==> src/rtl/xdma_w_beat_framer.sv <==
// Frames the converted beat stream into AXI4 W-channel bursts: registered W output,
// per-burst w_last generation, and a one-cycle done pulse at end of transfer.
module xdma_w_beat_framer #(
    parameter int unsigned DW    = 64,
    parameter int unsigned CNT_W = 16
) (
    input  logic             clk_i,
    input  logic             rst_i,
    input  logic [CNT_W-1:0] cfg_num_beats_i,
    input  logic [7:0]       cfg_len_i,
    input  logic             cfg_valid_i,
    output logic             cfg_ready_o,
    input  logic [DW-1:0]    data_i,
    input  logic             valid_i,
    output logic             ready_o,
    output logic [DW-1:0]    w_data_o,
    output logic [DW/8-1:0]  w_strb_o,
    output logic             w_last_o,
    output logic             w_valid_o,
    input  logic             w_ready_i,
    output logic             busy_o,
    output logic             done_o
);

    typedef enum logic [1:0] {StIdle, StStream, StDone} state_e;

    state_e           state_q, state_d;
    logic [CNT_W-1:0] rem_in_q, rem_out_q;
    logic [7:0]       len_q, burst_cnt_q;
    logic             cfg_hs, in_hs, w_hs, beat_last;

    assign cfg_hs    = cfg_valid_i && cfg_ready_o;
    assign w_hs      = w_valid_o && w_ready_i;
    // Accept a new beat only if the output register is empty or draining this cycle.
    assign ready_o   = (state_q == StStream) && (rem_in_q != '0) && (!w_valid_o || w_ready_i);
    assign in_hs     = valid_i && ready_o;
    assign beat_last = (burst_cnt_q == len_q) || (rem_in_q == CNT_W'(1));

    always_ff @(posedge clk_i or posedge rst_i) begin
        if (rst_i) begin
            state_q <= StIdle;
        end else begin
            state_q <= state_d;
        end
    end

    always_comb begin
        state_d = state_q;
        unique case (state_q)
            StIdle: begin
                if (cfg_hs) begin
                    state_d = (cfg_num_beats_i == '0) ? StDone : StStream;
                end
            end
            StStream: begin
                if (w_hs && (rem_out_q == CNT_W'(1))) begin
                    state_d = StDone;
                end
            end
            StDone:  state_d = StIdle;
            default: state_d = StIdle;
        endcase
    end

    always_comb begin
        cfg_ready_o = (state_q == StIdle);
        busy_o      = (state_q != StIdle);
        done_o      = (state_q == StDone);
    end

    always_ff @(posedge clk_i or posedge rst_i) begin
        if (rst_i) begin
            len_q       <= '0;
            rem_in_q    <= '0;
            rem_out_q   <= '0;
            burst_cnt_q <= '0;
        end else if (cfg_hs) begin
            len_q       <= cfg_len_i;
            rem_in_q    <= cfg_num_beats_i;
            rem_out_q   <= cfg_num_beats_i;
            burst_cnt_q <= '0;
        end else begin
            if (in_hs) begin
                rem_in_q    <= rem_in_q - CNT_W'(1);
                burst_cnt_q <= beat_last ? 8'd0 : burst_cnt_q + 8'd1;
            end
            if (w_hs) begin
                rem_out_q <= rem_out_q - CNT_W'(1);
            end
        end
    end

    always_ff @(posedge clk_i or posedge rst_i) begin
        if (rst_i) begin
            w_data_o  <= '0;
            w_strb_o  <= '0;
            w_last_o  <= 1'b0;
            w_valid_o <= 1'b0;
        end else if (in_hs) begin
            w_data_o  <= data_i;
            w_strb_o  <= '1;
            w_last_o  <= beat_last;
            w_valid_o <= 1'b1;
        end else if (w_ready_i) begin
            w_valid_o <= 1'b0;
        end
    end

endmodule
==> config.mk <==
export PLATFORM = sky130hd
export DESIGN_NAME = xdma_w_beat_framer
export DESIGN_NICKNAME = d
export VERILOG_FILES = /design/src/rtl/xdma_w_beat_framer.sv
export SDC_FILE = /design/constraint.sdc
export NUM_CORES = 1
export LEC_CHECK = 0
export ABC_AREA = 0
export CAP_MARGIN = 40
export CORE_UTILIZATION = 50
export DETAILED_ROUTE_END_ITERATION = 16
export HOLD_SLACK_MARGIN = 0.08
export PLACE_DENSITY = 0.94
export SLEW_MARGIN = 10
export SYNTH_ARGS = -nofsm -noshare
export SYNTH_HDL_FRONTEND = slang
export SYNTH_SLANG_ARGS = --single-unit
export TNS_END_PERCENT = 5
==> constraint.sdc <==
create_clock -name clk_i -period 9.75 [get_ports clk_i]
set_clock_uncertainty 0.05 [all_clocks]
set_input_delay 2.4375 -clock clk_i [delete_from_list [all_inputs] [get_ports clk_i]]
set_output_delay 2.4375 -clock clk_i [all_outputs]
set_load 0.01 [all_outputs]
==> results.txt <==
The flow ran to the end, and the final reports show no timing, DRC or antenna violations. In this run the biggest area consumer among cell types represents 55.4% of the synthesized area. The total instance count after detailed placement came out at just under 900. From synthesis to final layout, the design area changed by 44.9%. The remaining design rule violation count came out at 0. The number of H-tree levels came out at 4.

The synthesized netlist net count came out at ~700. The clock latency reported for the late side of the worst-skew pair came out at between 0.5 and 0.6 ns. In this run the horizontal extent of the chip is 105 µm. The number of global-route vias before repair came out at between 5000 and 6000. The number of distinct library cells after synthesis came out at 43. The share of async-settable or async-resettable flops after synthesis is 100%. In this run the deepest clock path goes through 2 buffers. Clock-pin slew was measured on the worst setup and hold paths at about 0.060 ns. The number of top-level pins came out at 171. The initial core utilization came out at just over 50%. The count of warnings emitted by yosys came out at 0.

The part of the cycle the worst path needs is between 60% and 70%. The post-cts gate resize count came out at 0. The final layout contains ~850 nets. The iteration-0 DRC count of the detailed router came out at 305. The total half-perimeter wirelength after legalization and detailed placement came out at approximately 9.8 mm. Measured along the y axis, the die boundary spans ~100 µm.

The final setup violation count came out at 0. Of all nets on the critical path, the largest fanout is 5. Summing every instance area after synthesis gives approximately 0.0053 mm². STA puts the critical path data required time at between 7 and 8 ns. The count of non-filler cells in the finished layout is 898. Routability-driven placement finished with a final weighted congestion of between 0.8 and 0.9. The largest voltage drop on the vdd net came out at approximately 0.16 mV. The class of the tightest hold or removal check is flip-flop to flip-flop. Counting every instance in the synthesized netlist gives between 500 and 600. Yosys attributes the largest share of cell area to sky130_fd_sc_hd__dfrtp_1 (55%), sky130_fd_sc_hd__nand2_1 (18%), sky130_fd_sc_hd__xor2_1 (3.0%). For the finished layout, the period the worst path requires is around 6.3 ns. Counting flops with a built-in enable in the synthesized netlist gives 0.

The kind of start point of the critical path is an input port. The count of buffers from port buffering came out at 170. The number of core rows is 37. Across all layers, the routed design uses about 4900 vias. Synthesis inferred 117 register bits.

The residual antenna-violating net count after detailed routing is 0. The critical path class is input port to output pin. The relative slew slack is between 40 and 50%.

The post-synthesis cell type with the largest combined area is sky130_fd_sc_hd__dfrtp_1. The max-slew violation total from the final report is 0. The tree is rooted in a sky130_fd_sc_hd__clkbuf_8. The total CTS buffers came out at 17. Buffers added to address setup during post-CTS repair amount to 0. The first global-routing pass estimated between 20 and 25 mm of wire. The final-report hold violation count came out at 0. The overflow left after global routing is 0. TritonCTS built the clock tree. The power per cell area is approximately 240 mW/mm². The final routed wirelength across all metal layers is 14.4 mm.

The overall die area came out at about 0.011 mm². The capturing element type of the critical path is an output pin. Setup repair after global routing left no endpoint under its margin. The most used flip-flop cell after synthesis is sky130_fd_sc_hd__dfrtp_1. The number of antenna violations at the first check in global routing came to 0. The total track usage came out at between 20 and 30%. The tool flagged a number of max-cap violations equal to 0. The proportion of synthesized chip area in sequential cells is 55.4%. The number of search-and-repair iterations in the first detailed-routing pass is 7.

The number of inserted diodes came out at 0. The static leakage power came out at 0.00351 µW. The number of vias per cell is roughly 5.4.

The average wire length per cell after detail routing came out at ~16 µm. Entering global routing, the biggest net connects 68 pins. The post-route setup TNS came out at 0 ns. The transition time of the tightest slew-check pin came out at 0.765 ns. The tightest hold path in the finished design has a slack of ~0.42 ns. The hold buffer count at CTS came out at 0.

The number of clock sinks seen by CTS came out at roughly 120. The share of layout cells above drive strength 1 is ~5.9%. The area of the placeable core came out at between 0.01 and 0.015 mm².

The synthesized area per cell came out at approximately 9 µm². For this run, the top clock speed supported by timing is between 0.15 and 0.2 GHz. The signal arrival time at the worst endpoint came out at between 3 and 4 ns.
-- stage by stage --
| step | area (µm²) | util, % | setup slack (ns) | power [µW] |
|---|---|---|---|---|
| CTS | 7660 | 74.5 | 3.42 | 1880 |
| floorplan | 5290 | - | 4.16 | 992 |
| global placement | 7030 | 68.4 | 3.44 | 1180 |
| finish | 7660 | 74.5 | 3.43 | 1870 |
| global route | 7660 | 74.5 | 3.34 | 1970 |
| detailed placement | 7050 | 68.6 | 3.42 | 1220 |
-- where the power goes --
part           internal [µW]  leakage, µW  total, µW  switching (µW)
clock network            431     0.000300        647             216
logic                    250      0.00175        490             241
registers                616      0.00145        735             119
total                   1300      0.00351       1870             576
-- layout make-up --
cell class | count | area, µm²
well taps | 136 | 170
clock buffers | 21 | 459
repair buffers | 175 | 1750
multi-input cells | 433 | 2170
clock inverters | 9 | 151
flip-flops and latches | 117 | 2930
fillers | 728 | 2620
inverters | 7 | 28.8
-- kinds of logic after synthesis --
logic type               Yosys count  share of synthesized area (%)
AO/OA/AOI/OAI                     54                           6.72
XOR/XNOR                          29                           4.81
adder cells (fa/ha/maj)            5                           1.18
AND/OR/NAND/NOR                  345                           28.2
flip-flops                       117                           55.4
buffers and inverters             40                           3.67
-- cells in the final DEF (no fill, tap or decap), types with 3 or more instances in the layout --
cell type	count
sky130_fd_sc_hd__a21oi_1	11
sky130_fd_sc_hd__buf_4	4
sky130_fd_sc_hd__bufinv_16	4
sky130_fd_sc_hd__clkbuf_16	16
sky130_fd_sc_hd__clkbuf_8	4
sky130_fd_sc_hd__clkdlybuf4s50_1	170
sky130_fd_sc_hd__clkinv_2	3
sky130_fd_sc_hd__dfrtp_1	117
sky130_fd_sc_hd__ha_1	5
sky130_fd_sc_hd__inv_1	6
sky130_fd_sc_hd__nand2_1	250
sky130_fd_sc_hd__nand3_1	10
sky130_fd_sc_hd__nand4_1	6
sky130_fd_sc_hd__nor2_1	15
sky130_fd_sc_hd__nor3_1	19
sky130_fd_sc_hd__nor4_1	12
sky130_fd_sc_hd__o211ai_1	9
sky130_fd_sc_hd__o21ai_0	16
sky130_fd_sc_hd__o311ai_0	4
sky130_fd_sc_hd__or3_1	6
sky130_fd_sc_hd__or4_1	6
sky130_fd_sc_hd__xnor2_1	11
sky130_fd_sc_hd__xor2_1	18
-- worst max-delay path: stages --
cell                              delay [ns]
sky130_fd_sc_hd__clkdlybuf4s50_1        0.53
sky130_fd_sc_hd__nand2b_1               0.18
sky130_fd_sc_hd__and3_1                 0.16
sky130_fd_sc_hd__clkdlybuf4s50_1        0.53
-- registers in the layout, indices dropped and copies added, names as in the netlist --
| signal | cells |
|---|---|
| state_q | 2 |
| w_last_o | 1 |
| rem_out_q | 16 |
| rem_in_q | 16 |
| w_data_o | 64 |
| burst_cnt_q | 8 |
| w_strb_o | 1 |
| w_valid_o | 1 |
| len_q | 8 |
-- cell usage after synthesis (all sizes together) (4+ instances only) --
library cell / count
a21oi: 12
buf: 20
clkbuf: 13
dfrtp: 117
ha: 5
inv: 7
nand2: 251
nand3: 10
nand4: 6
nor2: 16
nor3: 19
nor4: 13
o211ai: 9
o21ai: 16
o311ai: 4
or3: 8
or4: 8
xnor2: 11
xor2: 18
-- worst paths after layout --
kind                                                from                         end  slack [ns]  depth (start not counted)
min in group asynchronous                          rst_i    w_data_o[61]$_DFFE_PP0P_        2.36                          2
worst min-delay path            w_data_o[21]$_DFFE_PP0P_    w_data_o[21]$_DFFE_PP0P_        0.42                          2
max in group asynchronous                          rst_i     rem_in_q[0]$_DFFE_PP0P_        6.05                          3
worst max-delay path                           w_ready_i                     ready_o        3.43                          4
worst min register to register  w_data_o[21]$_DFFE_PP0P_    w_data_o[21]$_DFFE_PP0P_        0.42                          2
worst max register to register   rem_in_q[8]$_DFFE_PP0P_  burst_cnt_q[2]$_DFFE_PP0P_        6.58                          6
-- per-layer routing --
metal / up-vias / wire length (µm) / track usage (%)
met5: - / 0 / 0
met4: 0 / 472 / 14.3
met3: 44 / 1210 / 8.36
met2: 240 / 7210 / 47.7
met1: 2332 / 5490 / 31.3
li1: 2272 / - / -
Note: power is estimated with default switching activity, not from simulation.
